--- src/rtl/key_input.sv ---
// Push-button front end: two-flop sync, per-key debounce, press detect and a
// one-entry valid/ready event register. Optional long-press events: LONG_PRESS_EN.
module key_input #(
    parameter int NUM_KEYS         = 4,
    parameter int DEBOUNCE_CNT_MAX = 2_500_000,
    parameter int LONG_CNT_MAX     = 125_000_000
) (
    input  logic                clk,
    input  logic                rst,
    input  logic [NUM_KEYS-1:0] key_in,
    output logic [NUM_KEYS-1:0] key_level,
    output logic                key_valid,
    input  logic                key_ready,
    output logic [1:0]          key_code,
    output logic                key_long,
    output logic                key_overflow
);

    localparam int          NUM_REQ = 2 * NUM_KEYS;
    localparam logic [31:0] DB_LAST = 32'(DEBOUNCE_CNT_MAX - 1);

    if (NUM_KEYS < 1 || NUM_KEYS > 4 || DEBOUNCE_CNT_MAX < 1 || LONG_CNT_MAX < 2) begin : g_param_check
        $error("key_input: parameter out of range");
    end

    logic [NUM_KEYS-1:0] s1_q, s2_q;
    logic [NUM_KEYS-1:0] level_q, level_d, prev_q;
    logic [31:0]         db_cnt_q [NUM_KEYS];
    logic [31:0]         db_cnt_d [NUM_KEYS];

    // NOTE: every output of a combinational block gets a default first, so no path leaves it unassigned and infers a latch.
    always_comb begin
        level_d = level_q;
        for (int k = 0; k < NUM_KEYS; k++) begin
            db_cnt_d[k] = '0;
            if (s2_q[k] != level_q[k]) begin
                if (db_cnt_q[k] == DB_LAST) begin
                    level_d[k] = s2_q[k];
                end else begin
                    db_cnt_d[k] = db_cnt_q[k] + 32'd1;
                end
            end
        end
    end

    // NOTE: registers use non-blocking assignments so all flops update from pre-edge values, like real hardware.
    always_ff @(posedge clk) begin
        if (!rst) begin
            s1_q    <= '0;
            s2_q    <= '0;
            level_q <= '0;
            prev_q  <= '0;
            for (int k = 0; k < NUM_KEYS; k++) db_cnt_q[k] <= '0;
        end else begin
            s1_q     <= key_in;
            s2_q     <= s1_q;
            level_q  <= level_d;
            prev_q   <= level_q;
            db_cnt_q <= db_cnt_d;
        end
    end

    logic [NUM_KEYS-1:0] rise_req, long_req;
    assign rise_req = level_q & ~prev_q;

`ifdef LONG_PRESS_EN
    // Hold counter saturates one past the fire value so each press fires once.
    localparam logic [31:0] HOLD_FIRE = 32'(LONG_CNT_MAX - 1);
    localparam logic [31:0] HOLD_SAT  = 32'(LONG_CNT_MAX);

    logic [31:0] hold_q [NUM_KEYS];
    logic [31:0] hold_d [NUM_KEYS];

    always_comb begin
        for (int k = 0; k < NUM_KEYS; k++) begin
            hold_d[k]   = '0;
            long_req[k] = level_q[k] && (hold_q[k] == HOLD_FIRE);
            if (level_q[k]) begin
                hold_d[k] = (hold_q[k] == HOLD_SAT) ? hold_q[k] : hold_q[k] + 32'd1;
            end
        end
    end

    always_ff @(posedge clk) begin
        if (!rst) begin
            for (int k = 0; k < NUM_KEYS; k++) hold_q[k] <= '0;
        end else begin
            hold_q <= hold_d;
        end
    end
`else
    assign long_req = '0;
`endif

    logic [NUM_REQ-1:0] req_vec;
    logic [2:0]         sel_idx;
    logic               any_req, multi_req;

    // Request slot 2k is key k short, 2k+1 key k long; the lowest set slot wins.
    always_comb begin
        req_vec = '0;
        for (int k = 0; k < NUM_KEYS; k++) begin
            req_vec[2*k]   = rise_req[k];
            req_vec[2*k+1] = long_req[k];
        end
        sel_idx = '0;
        for (int i = NUM_REQ - 1; i >= 0; i--) begin
            if (req_vec[i]) sel_idx = 3'(i);
        end
    end

    assign any_req   = |req_vec;
    assign multi_req = |(req_vec & (req_vec - NUM_REQ'(1)));

    logic       valid_q, valid_d;
    logic [1:0] code_q, code_d;
    logic       long_q, long_d;
    logic       ovf_q, ovf_d;
    logic       accept;

    assign accept = !valid_q || key_ready;

    always_comb begin
        valid_d = valid_q;
        code_d  = code_q;
        long_d  = long_q;
        ovf_d   = 1'b0;
        if (any_req && accept) begin
            valid_d = 1'b1;
            code_d  = sel_idx[2:1];
            long_d  = sel_idx[0];
            ovf_d   = multi_req;
        end else if (any_req) begin
            ovf_d = 1'b1;
        end else if (valid_q && key_ready) begin
            valid_d = 1'b0;
        end
    end

    always_ff @(posedge clk) begin
        if (!rst) begin
            valid_q <= 1'b0;
            code_q  <= '0;
            long_q  <= 1'b0;
            ovf_q   <= 1'b0;
        end else begin
            valid_q <= valid_d;
            code_q  <= code_d;
            long_q  <= long_d;
            ovf_q   <= ovf_d;
        end
    end

    assign key_level    = level_q;
    assign key_valid    = valid_q;
    assign key_code     = code_q;
    assign key_long     = long_q;
    assign key_overflow = ovf_q;

endmodule

--- config.mk ---
export PLATFORM = sky130hd
export DESIGN_NAME = key_input
export DESIGN_NICKNAME = d
export VERILOG_FILES = /design/src/rtl/key_input.sv
export SDC_FILE = /design/constraint.sdc
export NUM_CORES = 1
export LEC_CHECK = 0
export ABC_AREA = 1
export CAP_MARGIN = 20
export CORE_UTILIZATION = 55
export DETAILED_ROUTE_END_ITERATION = 8
export PLACE_DENSITY_LB_ADDON = 0.25
export RECOVER_POWER = 100
export SLEW_MARGIN = 20
export SYNTH_ARGS = -nofsm -noshare
export SYNTH_HDL_FRONTEND = slang
export SYNTH_SLANG_ARGS = --single-unit
--- constraint.sdc ---
create_clock -name clk -period 1.75 [get_ports clk]
set_input_delay 0.35 -clock clk [delete_from_list [all_inputs] [get_ports clk]]
set_output_delay 0.35 -clock clk [all_outputs]
set_load 0.1 [all_outputs]
### Word-level counts from Yosys, hierarchy flattened

Cells that the tools add are included.

| storage, ports and cells | value |
|---|---|
| register bits after elaboration | 149 |
| bits of input ports | 7 |
| output and inout bits | 9 |

| cells by class | value |
|---|---|
| add/subtract/negate cells | 5 |
| equality and inequality tests | 9 |
| mux-type cells | 9 |
| bitwise gates (word level) | 8 |
| reductions and logical operators | 16 |

Operators by type and width:

| kind | count |
|---|---|
| adder 32 x 1 -> 32 bit (second input constant) | 4 |
| equality test 32 x 22 -> 1 bit (second input constant) | 4 |
| two-way mux 3 bit | 4 |
| OR reduction 3 bit | 4 |
| AND reduction 2 bit | 5 |
| AND 7 x 8 -> 8 bit | 1 |
| OR reduction 8 bit | 1 |
| subtractor 7 x 1 -> 8 bit (second input constant) | 1 |
| two-way mux 1 bit | 5 |
| inverter 1 bit | 5 |
| AND 4 bit | 1 |
| inequality test 1 bit | 4 |
| inverter 4 bit | 1 |
| OR reduction 4 bit | 1 |
| logical AND 1 bit | 2 |
| inequality test 2 x 1 -> 1 bit (second input constant) | 1 |
| nonzero test 2 bit | 1 |
| zero test 1 bit | 1 |
| logical OR 1 bit | 1 |

### Logic depth before layout (Yosys ltp)

Gate-level depths: netlist (run 1).

| depth | value |
|---|---|
| word-level depth | 6 |
| mapped depth | 9 |
| mapped depth without buffers | 9 |

### Least setup slack after synthesis (run 1)

Ideal clock, no wire load.

| path | value |
|---|---|
| path type | register to register |
| from | reg level_q[1] (netlist: key_level[1]) |
| to | reg db_cnt_q[94] (netlist name) |
| library setup time | 0.066 ns |
| arrival time | 1.789 ns |
| setup slack | -0.105 ns |
| stages on the path, launching flop included | 6 |
| buffers on the path | 1 |
| path through | dfxtp_1 -> o21ai_0 -> a21oi_1 -> nand2_4 -> buf_12 -> a21oi_2 |

| between the ends | value |
|---|---|
| cells in the longest elaborated chain, start to end | 3 |

Ends and longest elaborated chain:

| what | RTL line | text |
|---|---|---|
| start: declaration | 27 | `logic [NUM_KEYS-1:0] level_q, level_d, prev_q;` |
| start signal: assignment | 57 | `level_q <= level_d;` |
| inequality test 1 bit | 36 | `if (s2_q[k] != level_q[k]) begin` |
| inverter 1 bit (no source line) | - |  |
| OR reduction 3 bit (no source line) | - |  |
| end signal: assignment | 59 | `db_cnt_q <= db_cnt_d;` |
| end: declaration | 28 | `logic [31:0] db_cnt_q [NUM_KEYS];` |

No other way between the ends.
A chain may end at the register's enable or synchronous reset.

### Final worst setup path (run 1)

| path | value |
|---|---|
| from | reg db_cnt_q[1] (netlist name) |
| to | reg db_cnt_q[18] (netlist name) |

| between the ends | value |
|---|---|
| cells in the longest elaborated chain, start to end | 2 |

Ends and longest elaborated chain:

| what |
|---|
| branches (longest 2 deep; another with adder 32 x 1 -> 32 bit) |

Several ways; the timed one is not identified.

==> key figures, run 1 <==
Worst setup path
  • Crit path kind: register to register
  • R2r worst-path depth: 9
  • Reg2reg setup slack: 120 ps
  • Type of origin of the critical path: register
  • CP required: 2070 ps
  • Critical Path AT: 1950 ps
  • Worst Setup SP: db_cnt_q[1]
  • Reg2reg end: db_cnt_q[18]
  • Critical path fanouts, max: 32
  • Reg2reg start: db_cnt_q[1]
  • CP Capture Type: register

Clock network
  • CTS Sinks: 148
  • CTS resizes: 0
  • Postcts setup bufs: 0
  • Clock Latency Late Sink: 430 ps
  • # hold bufs at CTS: 0
  • H-tree depth: 4
  • Clock transition at path regs: 60 ps
  • Clk root buf: clkbuf_16
  • TritonCTS clock tree: built
  • Clock Tree Buf Depth: 2
  • CTS Buf Count: 17

Power and ir drop
  • Comb power frac: 1.3%
  • Switching pwr: 1.47 mW
  • Internal power: 5.79 mW
  • Leakage power: 2.79 nW
  • Power Dens Cells: 800 nW/um2
  • Sw frac: 20.2%
  • Worst VDD drop: 0.812 mV
  • Clock share of power: 52.0%
  • Sequential share of power: 46.6%

Die
  • Die H: 124 um
  • Chip width: 124 um
  • DIE AREA: 15300 um2
  • Number of cell rows: 44
  • CORE AREA: 14500 um2
  • Initial Util: 56.2%
  • Ports: 16

Detailed routing
  • Via density: 5.06
  • DRT iter0 DRCs: 729
  • Total Routed Length: 18900 um
  • DR vias: 7705
  • Detailed-route DRC error count: 0
  • TritonRoute pass-1 iters: 5
  • ANT nets after route: 0
  • WL/cell: 12.4 um

Synth
  • Seq cells post-synth: 148
  • FFs w/ async S/R, synth: 0%
  • Seq/Total Area, Yosys: 36.4%
  • Gate Count Post-Synth: 1291
  • Net count after synthesis: 1302
  • YS warnings: 0
  • Syn_area_per_cell: 6.30 um2
  • Main synth FF type: dfxtp_1
  • Yosys cell types: 30
  • Number of flops mapped to enable cells by yosys: 0
  • Cell Area, Synth: 8130 um2

Finish
  • Final Non-Filler Cells: 1523
  • Post-route cell area: 9080 um2
  • Filler Cell Count: 1378
  • Final net count: 1338
  • Antenna diode instance count: 0
  • Most frequent cells in the layout: 450 x nand2_1, 288 x nor2_1, 148 x dfxtp_1
  • Commonest non-fill, non-tap cell in the layout: nand2_1
  • Share of cells above drive strength 1: 7.47%
  • Synth-to-layout area growth: 11.6%

Placement
  • Routability-driven placement congestion ratio: 0.931
  • HPWL Detailed: 13900 um
  • Placed cell area: 8600 um2
  • Number of I/O port buffers: 14
  • DP Worst Slack: -34.9 ps
  • Placed insts: 1491

STA
  • Fmax: 612 MHz
  • Final Hold Vio Count: 0
  • Slew at the pin closest to its max-slew limit: 544 ps
  • Fin worst setup slack: 116 ps
  • Final min period: 1630 ps
  • Final-report max-slew violation count: 0
  • RSZ-0062 raised after global routing: false
  • Relative slew margins: 63.9%
  • Final Cycle Share: 93.4%
  • Finish-stage setup viols: 0
  • Clk_skew: 5.11 ps

Status
  • Outcome: finished clean

Hold path
  • Hold_sp: s1_q[1]
  • Hold Crit Endpoint: s2_q[1]
  • Hold crit path type: register to register
  • Hold Path Cell Cnt: 2

GRT
  • Global-route wire length before repair: 30800 um
  • Antenna violations before repair: 0
  • Largest net degree at the start of global routing: 33
  • GRT overflow: 0
  • GRT Overall Usage: 25.7%
  • Number of global-route vias before repair: 6803

Flow run
  • Max_cap viols: 0
[power groups by stage]
stage	combinational [mW]	clock [mW]	sequential, mW
after floorplan	0.0714	0	3.46
after global placement	0.0978	0	3.46
after detailed placement	0.0982	0	3.46
after CTS	0.0983	3.84	3.39
after global routing	0.106	3.97	3.39
final	0.0956	3.78	3.39
[per-layer routing]
layer / track usage [%] / routed length (um) / vias up
met5: 0 / 0 / -
met4: 7.91 / 240 / 0
met3: 5.17 / 860 / 22
met2: 41.1 / 8610 / 168
met1: 34.9 / 9180 / 3445
li1: - / - / 4070
[cells by family (layout without fill, tap and decap cells)]
family	count (synthesis)	count (layout)	synth area share (%)
other	1	1	0.0461
AND/OR/NAND/NOR	857	857	43.4
buffers and inverters	137	185	7.68
AO/OA/AOI/OAI	110	110	8.18
adder cells (fa/ha/maj)	4	4	0.615
XOR/XNOR	34	34	3.66
flip-flops	148	148	36.4
[synth_stat cells, types with 3 or more instances]
cell      count  share of area [%]
nand2_1     452                 21
nor2_1      285                 13
dfxtp_1     148                 36
inv_1       120                5.5
a21oi_1      61                3.8
nand3_1      50                3.1
a21oi_2      30                3.2
nand3b_1     28                2.6
xor2_1       24                2.6
o21ai_0      18                1.1
nor2_2       14                1.1
xnor2_1      10                1.1
or2_2         8               0.62
buf_6         6               0.83
buf_4         4               0.37
ha_1          4               0.62
nand2_2       4               0.31
nor2_4        4               0.55
buf_12        3               0.74
nand3_2       3               0.37
or2_0         3               0.23
[cell type report]
cell class                 count  area [um2]  share of cell area (%)
inverter                     122         458                    5.05
timing repair buffer          32         334                    3.68
multi-input combinational   1006        4480                    49.4
clock buffer                  22         484                    5.33
clock inverter                 9         126                    1.39
sequential                   148        2960                    32.6
tap                          184         230                    2.54
[sequential cells by signal, indices dropped and copies added, names as in the netlist]
| register | count |
|---|---|
| db_cnt_q | 128 |
| key_code | 2 |
| key_level | 4 |
| key_overflow | 1 |
| key_valid | 1 |
| prev_q | 4 |
| s1_q | 4 |
| s2_q | 4 |
[critical path, stage by stage, from the launching register on]
cell and delay, ps:
dfxtp_1 360, ha_1 190, inv_1 90, nor2_4 180, nand3_1 90, nor2_1 150, nand2_1 120, nand2_2 100
buf_12 180, nor2_1 70
[per-stage QoR]
stage	TNS [ps]	power, mW	hold WS [ps]	util, %
5_1_grt	0	7.46	436	62.7
6_report	0	7.26	419	62.7
3_3_place_gp	0	3.56	398	59.4
3_5_place_dp	-140	3.56	405	59.4
4_1_cts	0	7.32	420	63.6
2_1_floorplan	0	3.53	390	-
[worst max path at each step]
| stage | to | slack [ps] | cells after the start |
|---|---|---|---|
| finish | db_cnt_q[18] | 120 | 9 |
| global route | db_cnt_q[22] | 6 | 9 |
| CTS | db_cnt_q[54] | 20 | 8 |
| detailed placement | db_cnt_q[80] | -30 | 6 |
| global placement | db_cnt_q[78] | 4 | 6 |
| floorplan | key_code[0] | 20 | 6 |
No activity file was read; power rests on OpenSTA's default activity.
==> run 2, diff against run 1 <==
- CORE_MARGIN: default -> 5
==> run 2 against run 1 <==
Net effect: highest routed layer unchanged; final cell count up 0.20%; sequential share of layout area up 0.20 points; register-to-register slack worse by 20 ps; largest cell class unchanged; via count up 0.52%; core utilization down 0.62 points.
==> key figures, run 2 (same netlist as run 1, synthesis figures left out) <==
Hold path
  • Hold crit path type: register to register

Finish
  • Filler Cell Count: 1416
  • Most frequent cells in the layout: 451 x nand2_1, 288 x nor2_1, 148 x dfxtp_1
  • Antenna diode instance count: 0
  • Share of cells above drive strength 1: 7.68%
  • Top reg by flops: db_cnt_q
  • Post-route cell area: 9020 um2
  • Commonest non-fill, non-tap cell in the layout: nand2_1
  • Final net count: 1340
  • Synth-to-layout area growth: 10.9%
  • Max reg flops: 128

Worst setup path
  • Reg2reg start: db_cnt_q[1]
  • Worst setup endpoint: db_cnt_q[8]
  • CP Capture Type: register
  • Worst Setup SP: db_cnt_q[1]
  • CP required: 2060 ps
  • CP Cell Sequence: ha_1 > inv_1 > nor2_4 > nand3_1 > nor2_1 > nand2_2 > nand2_4 > clkbuf_16 > nor2_1
  • Critical-path top delay cell: dfxtp_1
  • CP dominant cell by count: nor2_1
  • Reg2reg end: db_cnt_q[8]
  • Critical Path AT: 1970 ps
  • R2r worst-path depth: 9
  • Type of origin of the critical path: register
  • Crit path kind: register to register
  • CP max stage delay: 350 ps
  • Reg2reg setup slack: 100 ps
  • Critical path fanouts, max: 16

Detailed routing
  • ANT nets after route: 0
  • Detailed-route DRC error count: 0
  • DR vias: 7745
  • WL/cell: 12.3 um
  • TritonRoute pass-1 iters: 6
  • DRT iter0 DRCs: 610
  • Total Routed Length: 18700 um
  • Via density: 5.08

GRT
  • GRT overflow: 0
  • Antenna violations before repair: 0
  • GRT Overall Usage: 21.6%
  • Global-route wire length before repair: 31800 um
  • Number of global-route vias before repair: 6957
  • Largest net degree at the start of global routing: 33

Die
  • Ports: 16
  • Die H: 132 um
  • Chip width: 132 um
  • Number of cell rows: 44
  • DIE AREA: 17300 um2
  • CORE AREA: 14500 um2
  • Initial Util: 56.0%

Power and ir drop
  • Leakage power: 2.76 nW
  • Power Dens Cells: 772 nW/um2
  • Worst VDD drop: 0.758 mV

STA
  • Clk_skew: 6.90 ps
  • Final-report max-slew violation count: 0
  • Final Cycle Share: 94.5%
  • RSZ-0062 raised after global routing: false
  • Min Hold Slack: 414 ps
  • Final Hold Vio Count: 0
  • Relative slew margins: 64.0%
  • Fin worst setup slack: 95.5 ps
  • Finish-stage setup viols: 0
  • Final min period: 1650 ps
  • Slew at the pin closest to its max-slew limit: 542 ps
  • Fmax: 604 MHz

Placement
  • HPWL Detailed: 14100 um
  • Number of I/O port buffers: 14
  • DP Worst Slack: -43.4 ps
  • Placed cell area: 8630 um2
  • Routability-driven placement congestion ratio: 0.934

Clock network
  • Postcts setup bufs: 0
  • Clock Latency Late Sink: 420 ps
  • Clock Tree Buf Depth: 2
  • CTS Buf Count: 17
  • Clock transition at path regs: 60 ps
  • TritonCTS clock tree: built
  • Clk root buf: clkbuf_16
  • CTS Sinks: 148
  • # hold bufs at CTS: 0
  • H-tree depth: 4

Flow run
  • Max_cap viols: 0

Status
  • Outcome: finished clean
[run 2: layout make-up]
type | instances | area (um2) | share of cell area [%]
repair buffers | 34 | 332 | 3.68
multi-input cells | 1006 | 4480 | 49.6
clock inverters | 12 | 104 | 1.15
well taps | 184 | 230 | 2.55
clock buffers | 20 | 457 | 5.06
inverters | 122 | 458 | 5.08
flip-flops and latches | 148 | 2960 | 32.8
[run 2: worst max-delay path, delay by kind of cell, from the launching register on]
family / cells / cell delay (ps)
buffers and inverters: 2 / 280
DFF: 1 / 350
adders and majority gates: 1 / 200
and+or+nand+nor: 6 / 720
[run 2: report_power, final]
part           internal [mW]  switching [mW]
logic                 0.0360          0.0612
registers               3.38         0.00575
clock network           2.03            1.46
[run 2: what timing repair did]
action                                  in CTS  in global routing
endpoints found under the setup margin       0                 32
hold endpoints to repair                     0                  0
resized for setup                            0                  4
[run 2: worst min-delay path by stage]
stage | startpoint | to | cells after the start
after floorplan | s1_q[0] | s2_q[0] | 2
after global placement | s1_q[1] | s2_q[1] | 2
after detailed placement | s1_q[2] | s2_q[2] | 2
after CTS | s1_q[2] | s2_q[2] | 2
after global routing | s1_q[2] | s2_q[2] | 2
final | s1_q[2] | s2_q[2] | 2
[run 2: through the flow]
| stage | power [mW] | std cells | TNS, ps | utilization (%) |
|---|---|---|---|---|
| floorplan | 3.53 | 1291 | 0 | - |
| detailed placement | 3.56 | 1493 | -408 | 59.4 |
| finish | 6.97 | 1526 | 0 | 62.1 |
| CTS | 7.04 | 1525 | 0 | 63.2 |
| global route | 7.20 | 1526 | 0 | 62.1 |
| global placement | 3.56 | 1493 | 0 | 59.4 |
[run 2: layer usage]
metal	global-route usage, %	vias to the layer above	wire length [um]	share of wire, %
li1	-	4064	-	-
met1	29.8	3457	9070	48
met2	34.8	192	8500	45
met3	3.78	32	876	4.7
met4	6.29	0	282	1.5
met5	0	-	0	0
